$ cat config.mk
export PLATFORM = sky130hd
export DESIGN_NAME = ttl_74194_param_sync
export DESIGN_NICKNAME = d
export VERILOG_FILES = /design/src/rtl/ttl_pkg.sv /design/src/rtl/ttl_cen_edge.sv /design/src/rtl/ttl_74194_param_sync.sv
export SDC_FILE = /design/constraint.sdc
export NUM_CORES = 1
export LEC_CHECK = 0
export BUFFER_PORTS_ARGS = -buffer_cell sky130_fd_sc_hd__buf_2
export CAP_MARGIN = 5
export CORE_MARGIN = 2
export CORE_UTILIZATION = 40
export DETAILED_ROUTE_END_ITERATION = 12
export PLACE_DENSITY = 0.75
export SKIP_CTS_REPAIR_TIMING = 1
export SYNTH_ARGS = -nofsm -noshare
export SYNTH_HDL_FRONTEND = slang
export SYNTH_SLANG_ARGS = --single-unit
$ cat constraint.sdc
create_clock -name clk -period 1.5 [get_ports clk]
set_clock_uncertainty 0.05 [all_clocks]
set_input_delay 0.15 -clock clk [delete_from_list [all_inputs] [get_ports clk]]
set_output_delay 0.15 -clock clk [all_outputs]
set_load 0.1 [all_outputs]
$ cat src/rtl/ttl_pkg.sv
// Shared definitions for the synchronous TTL register models.
// Mode encoding follows the S1:S0 pins of the 74194 family.
package ttl_pkg;

    typedef enum logic [1:0] {
        MODE_HOLD     = 2'b00,
        MODE_SHL_UP   = 2'b01,
        MODE_SHR_DOWN = 2'b10,
        MODE_LOAD     = 2'b11
    } ttl_mode_t;

    // Preset high so a Cen already asserted at reset release is not an edge.
    localparam logic LAST_CEN_RST = 1'b1;

endpackage

$ cat src/rtl/ttl_cen_edge.sv
// Converts the Cen strobe into a per-cycle fire signal.
// EDGE=1 detects a rising edge against the previous clk cycle, EDGE=0 passes the level.
module ttl_cen_edge
    import ttl_pkg::*;
#(
    parameter bit EDGE = 1'b1
) (
    input  logic clk,
    input  logic Reset_n,
    input  logic Cen,
    output logic fire
);

    logic last_cen_q;
    logic last_cen_d;

    // Tracks Cen unconditionally, so edges during a master clear are consumed.
    assign last_cen_d = Cen;

    always_ff @(posedge clk) begin
        if (!Reset_n) begin
            last_cen_q <= LAST_CEN_RST;
        end else begin
            last_cen_q <= last_cen_d;
        end
    end

    generate
        if (EDGE) begin : g_edge
            assign fire = Cen & ~last_cen_q;
        end else begin : g_level
            assign fire = Cen;
        end
    endgenerate

endmodule

$ cat src/rtl/ttl_74194_param_sync.sv
// Parametrised 74LS194-style universal shift register on the system clock.
// Acts on each Cen fire; Q[WIDTH-1] and Q[0] double as cascade outputs.
module ttl_74194_param_sync
    import ttl_pkg::*;
#(
    parameter int WIDTH    = 8,
    parameter bit CEN_EDGE = 1'b1
) (
    input  logic             clk,
    input  logic             Reset_n,
    input  logic             Cen,
    input  logic             MRn,
    input  logic [1:0]       S,
    input  logic             DSR,
    input  logic             DSL,
    input  logic [WIDTH-1:0] D,
    output logic [WIDTH-1:0] Q,
    output logic             evt
);

    logic             fire;
    ttl_mode_t        mode;
    logic [WIDTH-1:0] q_q;
    logic [WIDTH-1:0] q_d;
    logic             evt_q;
    logic             evt_d;

    ttl_cen_edge #(
        .EDGE (CEN_EDGE)
    ) u_cen_edge (
        .clk     (clk),
        .Reset_n (Reset_n),
        .Cen     (Cen),
        .fire    (fire)
    );

    assign mode = ttl_mode_t'(S);

    // Shifted-out bits are discarded; no wrap-around.
    always_comb begin
        q_d = q_q;
        case (mode)
            MODE_HOLD:     q_d = q_q;
            MODE_SHL_UP:   q_d = {q_q[WIDTH-2:0], DSR};
            MODE_SHR_DOWN: q_d = {DSL, q_q[WIDTH-1:1]};
            MODE_LOAD:     q_d = D;
            default:       q_d = q_q;
        endcase
    end

    assign evt_d = fire;

    always_ff @(posedge clk) begin
        if (!Reset_n) begin
            q_q   <= '0;
            evt_q <= 1'b0;
        end else if (!MRn) begin
            q_q   <= '0;
            evt_q <= 1'b0;
        end else begin
            if (fire) begin
                q_q <= q_d;
            end
            evt_q <= evt_d;
        end
    end

    assign Q   = q_q;
    assign evt = evt_q;

endmodule

==> results.yml, run 1 <==
placement:
  placed_area_um2: 641
  dp_hpwl_um: 839
  portBuffers: 24
  gp_congestion: 0.781
floorplanning:
  fp.dieArea_um2: 1610
  rows: 13
  die_w_um: 40.1
  die_h_um: 40.1
  start_util_pct: 41.7
  ios: 25
  core_area_um2: 1250
yosys:
  ys_ff_latch: 10
  synth_nets: 68
  synthTopCellsByArea: "dfxtp_1, mux2i_1, o221ai_1, nand3_1, inv_1"
  ys_types: 14
  synth_seq_area_share_pct: 38.4
  netlist_area_um2: 522
  synth.top_cell.area_share_pct: 38.4
  syn_area_per_cell_um2: 10.0
  netlist_instances: 52
  ys_warn_count: 0
  yosysTopAreaCell: "dfxtp_1"
sta:
  rsz0062_at_grt: "false"
  slew_headroom_pct: 68.0
  finalHoldViolations: 0
  layout_min_cycle_time_ns: 1.29
  tightest_slew_ns: 0.484
  setup_viol: 0
  maxSlewViolCount: 0
  setup_tns_ns: 0
  fin_crit_sh_pct: 86.1
  fmax_mhz: 774
route:
  top_layer_used: "met4"
  dr_wl_met2_um: 488
  drtIter0Drc: 6
  wirelength_um: 1060
  drt_pre_antenna_iters: 4
  routed-via-count: 474
  wl_per_cell_um: 11.5
  routed-wl-met3_um: 99
  antenna_left: 0
  remaining_drc_errors: 0
  viasPerCell: 5.15
  wl_met1_um: 460
setup_path:
  crit_path_start_kind: "flop"
  reg2regPathDepth: 3
  crit_slowest_cell: "buf_2"
  slowest_delay_ns: 0.45
  crit_type: "flop to output port"
  path_max_fanout: 4
  r2r-end: "Q[4]"
  cp.arrival_ns: 1.09
  path_cells: "buf_2"
  r2r-start: "u_cen_edge.last_cen_q"
  required_ns: 1.30
  critPathLaunch: "Q[3]"
  ff2ff_setup_slack_ns: 0.22
  path_delay_family: "buffers and inverters"
  critPathBufInv: 1
  end_kind: "output port"
min_path:
  min_from: "Reset_n"
  holdPathEnd: "u_cen_edge.last_cen_q"
  hold_class: "primary input to flop"
  worstHoldPathCells: 2
layout:
  finalNetCount: 95
  design_area_um2: 663
  insertedDiodeCount: 0
  drive_above_1_share_pct: 41.6
  area_growth_syn_to_layout_pct: 27.1
clock_tree:
  cts_root_buf: "clkbuf_4"
  clk_latency_ns: 0.26
  clockBufferDepth: 2
  htree_levels: 1
  cts.sinks: 10
  clk_pin_slew_worst_paths_ns: 0.06
  cts_buffers: 3
  cts_tree: "done"
global_route:
  antenna_found_initial: 0
  grt_pass1_vias: 418
  grt_overflow: 0
  grt_pass1_wl_um: 1730
  grt_usage_pct: 16.7
  grt_max_degree: 11
pwr:
  ir_drop_uv: 423
  power.density_nw_per_um2: 788
  power.leakage_nw: 0.308
job:
  maxCapViolations: 0
run_status:
  status: "completed"
## synthesized netlist by cell type, drive strengths merged
cell    count
dfxtp      10
inv         9
mux2i       8
nand3       8
o221ai      8
buf         2
nand2       2
and4b       1
clkbuf      1
nor2        1
nor2b       1
o311ai      1
## worst max path at each step
stage                 to  depth (start not counted)  slack, ns
global placement    Q[2]                          3       0.27
floorplan           Q[6]                          2       0.10
finish              Q[3]                          1       0.21
CTS                 Q[3]                          1       0.19
detailed placement  Q[4]                          3       0.22
global route        Q[0]                          3       0.12
## flip-flops by register name, indices dropped and copies added, names as in the netlist
name,count
Q,8
u_cen_edge.last_cen_q,1
evt,1
## through the flow
stage | total power [mW] | setup WS (ns) | cells | utilization [%] | hold slack (ns)
4_1_cts | 0.527 | 0.188 | 92 | 52.9 | 0.0590
6_report | 0.522 | 0.209 | 92 | 52.9 | 0.0664
3_3_place_gp | 0.352 | 0.268 | 89 | 51.1 | 0.318
3_5_place_dp | 0.353 | 0.220 | 89 | 51.1 | 0.327
5_1_grt | 0.546 | 0.121 | 92 | 52.9 | 0.0605
2_1_floorplan | 0.326 | 0.101 | 52 | - | 0.169
## routing by layer
metal / GRT usage [%] / vias to the layer above
met3: 3.33 / 2
met1: 20.3 / 207
met5: 0 / -
met2: 25.4 / 21
li1: - / 244
met4: 12.9 / 0
## where the power goes
group	internal (mW)	switching [mW]
sequential	0.269	0.00249
clock	0.0923	0.0838
combinational	0.0311	0.0439
## layout by cell type, fill, tap and decap left out, drive strengths merged
cell type and n:
nor2 1, mux2i 8, o311ai 1, and4b 1, nand3 8, inv 9
o221ai 8, clkbuf 3, buf 25, nand2 2, dfxtp 10, nor2b 1
## area by class of cell
class	instances	area, um^2
tap	15	18.8
inverter	9	33.8
fill	112	589
multi-input combinational	30	260
clock buffer	3	22.5
timing repair buffer	25	128
sequential	10	200
## logic make-up after synthesis
| family | Yosys count | synth area share (%) |
|---|---|---|
| multiplexers | 8 | 15.3 |
| flip-flops | 10 | 38.4 |
| AND/OR/NAND/NOR | 13 | 14.9 |
| AO/OA/AOI/OAI | 9 | 19.7 |
| buffers and inverters | 12 | 11.7 |
Note: power is estimated with default switching activity, not from simulation.
==> run 2: changes to the inputs <==
--- a/config.mk
+++ b/config.mk
@@ -8,9 +8,9 @@
 export BUFFER_PORTS_ARGS = -buffer_cell sky130_fd_sc_hd__buf_2
 export CAP_MARGIN = 5
 export CORE_MARGIN = 2
-export CORE_UTILIZATION = 40
+export CORE_UTILIZATION = 38
 export DETAILED_ROUTE_END_ITERATION = 12
-export PLACE_DENSITY = 0.75
+export PLACE_DENSITY = 0.74
 export SKIP_CTS_REPAIR_TIMING = 1
 export SYNTH_ARGS = -nofsm -noshare
 export SYNTH_HDL_FRONTEND = slang
==> constraint.sdc (replaced) <==
create_clock -name clk -period 1.1 [get_ports clk]
set_clock_uncertainty 0.05 [all_clocks]
set_input_delay 0.11 -clock clk [delete_from_list [all_inputs] [get_ports clk]]
set_output_delay 0.11 -clock clk [all_outputs]
set_load 0.1 [all_outputs]
==> run 2 against run 1 <==
Compared with the run above:
- the flow now finishes with violations (negative setup slack)
- clock power increased by 91%
- final cell count increased by 3.3%
- sequential share of layout area shrank 6.0 points
- sequential power grew 37%
- die area is 4.7% higher
- highest routed layer unchanged
==> results.yml, run 2 (synthesis gave the netlist of run 1 again) <==
min_path:
  min_from: "Reset_n"
  worstHoldPathCells: 2
  holdPathEnd: "u_cen_edge.last_cen_q"
  hold_class: "primary input to flop"
layout:
  layout_common_cells: "buf_2, inv_1, buf_12"
  finalNetCount: 97
  area_growth_syn_to_layout_pct: 64.5
  insertedDiodeCount: 0
  mostFrequentLayoutCell: "buf_2"
  design_area_um2: 858
  drive_above_1_share_pct: 56.3
  largest_register_ffs: 8
pwr:
  p_switching_mw: 0.206
  power.leakage_nw: 0.353
  combPwrFrac_pct: 14.5
  clkPwrFrac_pct: 40.6
  intPower_mw: 0.621
  p_sw_share_pct: 24.9
  ir_drop_uv: 863
  power_frac_seq_pct: 44.9
  power.density_nw_per_um2: 964
route:
  viasPerCell: 5.18
  wirelength_um: 1250
  wl_per_cell_um: 13.1
  drt_pre_antenna_iters: 3
  remaining_drc_errors: 0
  drtIter0Drc: 13
  routed-via-count: 492
  antenna_left: 0
placement:
  placed_area_um2: 797
  dp_hpwl_um: 886
  portBuffers: 24
  gp_congestion: 0.763
run_status:
  status: "complete, but fails checks"
  violations: "negative setup slack"
sta:
  setup_viol: 2
  slew_headroom_pct: 68.1
  maxSlewViolCount: 0
  finalHoldViolations: 0
  tightest_slew_ns: 0.478
  fin_crit_sh_pct: 102
  layout_min_cycle_time_ns: 1.12
  setup_slack_ns: -0.0233
  whs_ns: 0.00760
  rsz0062_at_grt: "true"
  fmax_mhz: 890
global_route:
  grt_overflow: 0
  antenna_found_initial: 0
  grt_pass1_vias: 420
  grt_pass1_wl_um: 1700
  grt_max_degree: 9
  grt_usage_pct: 15.4
floorplanning:
  ios: 25
  start_util_pct: 40.6
  fp.dieArea_um2: 1690
  die_w_um: 41.1
  core_area_um2: 1280
  die_h_um: 41.1
  rows: 13
clock_tree:
  cts_root_buf: "clkbuf_4"
  cts.sinks: 10
  cts_buffers: 3
  clk_latency_ns: 0.27
  clk_pin_slew_worst_paths_ns: 0.07
  clockBufferDepth: 2
  cts_tree: "done"
  htree_levels: 1
setup_path:
  r2r-start: "u_cen_edge.last_cen_q"
  ff2ff_setup_slack_ns: -0.02
  path_max_fanout: 8
  crit_path_start_kind: "flop"
  crit_type: "flop to flop"
  r2r-end: "Q[4]"
  cp.arrival_ns: 1.21
  end_kind: "flop"
  reg2regPathDepth: 4
  required_ns: 1.19
job:
  maxCapViolations: 0
[run 2: cell count changes in the layout (fill, tap and decap cells not counted), sizes merged]
cell	change
clkbuf	+1
buf	+2
[run 2: power by group through the flow]
stage | combinational (mW) | clock [mW] | sequential (mW)
after global routing | 0.127 | 0.345 | 0.372
after global placement | 0.114 | 0 | 0.379
after floorplan | 0.0495 | 0 | 0.395
final | 0.120 | 0.336 | 0.371
after CTS | 0.116 | 0.330 | 0.371
after detailed placement | 0.115 | 0 | 0.379
[run 2: worst max path at each step]
stage / startpoint / end / slack [ns] / cells after the start
6_report: u_cen_edge.last_cen_q / Q[4] / -0.02 / 4
5_1_grt: u_cen_edge.last_cen_q / Q[4] / -0.08 / 4
4_1_cts: u_cen_edge.last_cen_q / Q[0] / -0.07 / 4
3_5_place_dp: u_cen_edge.last_cen_q / Q[0] / -0.06 / 4
3_3_place_gp: u_cen_edge.last_cen_q / Q[1] / -0.04 / 4
2_1_floorplan: Q[1] / Q[0] / -0.30 / 2
[run 2: layer usage]
layer / global-route usage, % / part of all wire (%) / up-vias / wire length [um]
met4: 5.00 / 1.0 / 0 / 13
met3: 3.26 / 5.2 / 2 / 65
met2: 25.0 / 48 / 17 / 603
met5: 0 / 0 / - / 0
li1: - / - / 247 / -
met1: 20.0 / 45 / 226 / 563
[run 2: metrics by stage]
stage                     util [%]  std cells  total power, mW  setup slack (ns)  setup TNS, ns
after floorplan                  -         52            0.444            -0.298          -1.12
after CTS                     64.8         95            0.816           -0.0709         -0.448
after global routing          66.8         95            0.844           -0.0755         -0.486
after global placement        62.0         91            0.493           -0.0352         -0.143
final                         66.8         95            0.827           -0.0233        -0.0358
after detailed placement      62.0         91            0.495           -0.0625         -0.360
[run 2: area by class of cell]
type                            instances  area [um^2]
Clock buffer                            4         36.3
Fill cell                             103          427
Inverter                                9         33.8
Multi-Input combinational cell         30          280
Sequential cell                        10          208
Tap cell                               15         18.8
Timing Repair Buffer                   27          282
[run 2: critical path, cell delays in order, from the launching register on]
cell,delay [ns]
dfxtp_2,0.34
and4b_2,0.26
buf_6,0.14
nand3_1,0.09
o221ai_1,0.11
==> run 3: changes to the inputs <==
--- a/config.mk
+++ b/config.mk
@@ -11,7 +11,6 @@
 export CORE_UTILIZATION = 38
 export DETAILED_ROUTE_END_ITERATION = 12
 export PLACE_DENSITY = 0.74
-export SKIP_CTS_REPAIR_TIMING = 1
 export SYNTH_ARGS = -nofsm -noshare
 export SYNTH_HDL_FRONTEND = slang
 export SYNTH_SLANG_ARGS = --single-unit
==> run 3 against run 2 <==
Compared with the run above:
- the flow still finishes with violations (negative setup slack)
- wire length is 0.24% lower
- global-route usage increased by 0.56 points
- critical path type unchanged
- power is essentially flat
- hold slack about the same
- highest routed layer unchanged
==> results.yml, run 3 (synthesis gave the netlist of run 1 again) <==
sta:
  fmax_mhz: 887
  fin_crit_sh_pct: 102
  finalHoldViolations: 0
  layout_min_cycle_time_ns: 1.13
  slew_headroom_pct: 67.6
  whs_ns: 0.00712
  setup_tns_ns: -0.0408
  setup_slack_ns: -0.0271
  tightest_slew_ns: 0.485
  maxSlewViolCount: 0
  rsz0062_at_grt: "true"
  setup_viol: 2
min_path:
  hold_class: "primary input to flop"
  worstHoldPathCells: 2
  min_from: "Reset_n"
  holdPathEnd: "u_cen_edge.last_cen_q"
setup_path:
  r2r-start: "u_cen_edge.last_cen_q"
  crit_slowest_cell: "dfxtp_2"
  required_ns: 1.19
  end_kind: "flop"
  path_cells: "and4b_2 > buf_6 > nand3_1 > o221ai_1"
  cp.arrival_ns: 1.22
  slowest_delay_ns: 0.34
  ff2ff_setup_slack_ns: -0.03
  crit_type: "flop to flop"
  crit_path_start_kind: "flop"
  reg2regPathDepth: 4
  r2r-end: "Q[4]"
  path_max_fanout: 8
global_route:
  grt_max_degree: 9
  grt_overflow: 0
  grt_usage_pct: 16.0
  grt_pass1_wl_um: 1770
  grt_pass1_vias: 451
  antenna_found_initial: 0
pwr:
  ir_drop_uv: 862
  intPower_mw: 0.621
  clkPwrFrac_pct: 40.6
  power.leakage_nw: 0.353
  combPwrFrac_pct: 14.5
  power.density_nw_per_um2: 964
  power_frac_seq_pct: 44.9
  p_sw_share_pct: 24.9
  p_switching_mw: 0.206
clock_tree:
  clockBufferDepth: 2
  postCtsSetupBuffers: 0
  cts_hold_buf: 0
  clk_latency_ns: 0.27
  cts_root_buf: "clkbuf_4"
  cts.sinks: 10
  cts_tree: "done"
  cts_buffers: 3
  htree_levels: 1
  clk_pin_slew_worst_paths_ns: 0.07
floorplanning:
  start_util_pct: 40.6
  core_area_um2: 1280
  fp.dieArea_um2: 1690
  die_w_um: 41.1
  rows: 13
  ios: 25
  die_h_um: 41.1
layout:
  layout_common_cells: "buf_2, inv_1, buf_12"
  insertedDiodeCount: 0
  finalNetCount: 97
  nFillCells: 103
  mostFrequentLayoutCell: "buf_2"
  area_growth_syn_to_layout_pct: 64.5
  largest_register_ffs: 8
  drive_above_1_share_pct: 56.3
route:
  antenna_left: 0
  routed-via-count: 500
  remaining_drc_errors: 0
  wirelength_um: 1240
  drtIter0Drc: 11
  viasPerCell: 5.26
  wl_per_cell_um: 13.1
  drt_pre_antenna_iters: 4
placement:
  dp_hpwl_um: 886
  gp_congestion: 0.763
  portBuffers: 24
job:
  maxCapViolations: 0
run_status:
  status: "complete, but fails checks"
  violations: "negative setup slack"
==> run 3: timing repair <==
action | 4_1_cts | 5_1_grt
endpoints found under the hold margin | 0 | 0
gates resized for setup | 4 | 2
endpoints found under the setup margin | 8 | 8
==> run 3: power groups by stage <==
stage / registers, mW / clock network [mW] / logic [mW]
final: 0.371 / 0.336 / 0.120
after global routing: 0.372 / 0.345 / 0.127
after CTS: 0.371 / 0.330 / 0.117
after detailed placement: 0.379 / 0 / 0.115
after global placement: 0.379 / 0 / 0.114
after floorplan: 0.395 / 0 / 0.0495
==> run 3: cell type report <==
type | instances | area, um^2 | area share [%]
flip-flops and latches | 10 | 208 | 24.2
well taps | 15 | 18.8 | 2.19
clock buffers | 4 | 36.3 | 4.23
multi-input cells | 30 | 280 | 32.7
inverters | 9 | 33.8 | 3.94
repair buffers | 27 | 282 | 32.8
==> run 3: metal layers <==
layer  vias to the layer above  track usage, %  routed length, um
met3                         2            3.26                 65
met4                         0            5.00                 13
li1                        247               -                  -
met1                       234            19.7                563
met5                         -               0                  0
met2                        17            27.3                599
==> run 3: metrics by stage <==
| stage | power, mW | worst slack [ns] | utilization [%] | area, um^2 | std cells |
|---|---|---|---|---|---|
| final | 0.827 | -0.0271 | 66.8 | 858 | 95 |
| after global routing | 0.844 | -0.0755 | 66.8 | 858 | 95 |
| after CTS | 0.818 | -0.00455 | 65.8 | 846 | 95 |
| after detailed placement | 0.495 | -0.0625 | 62.0 | 797 | 91 |
| after global placement | 0.493 | -0.0352 | 62.0 | 797 | 91 |
| after floorplan | 0.444 | -0.298 | - | 528 | 52 |
==> run 3: critical path, delay by kind of cell, from the launching register on <==
kind                   cells  cell delay [ns]
AND/OR/NAND/NOR            2             0.35
flip-flops                 1             0.34
buffers and inverters      1             0.14
AO/OA/AOI/OAI              1             0.12
==> run 3: worst max path at each step <==
stage          slack, ns  depth (start not counted)             startpoint  endpoint
3_5_place_dp       -0.06                          4  u_cen_edge.last_cen_q      Q[0]
6_report           -0.03                          4  u_cen_edge.last_cen_q      Q[4]
3_3_place_gp       -0.04                          4  u_cen_edge.last_cen_q      Q[1]
4_1_cts           -0.005                          4  u_cen_edge.last_cen_q      Q[3]
2_1_floorplan      -0.30                          2                   Q[1]      Q[0]
5_1_grt            -0.08                          4  u_cen_edge.last_cen_q      Q[4]
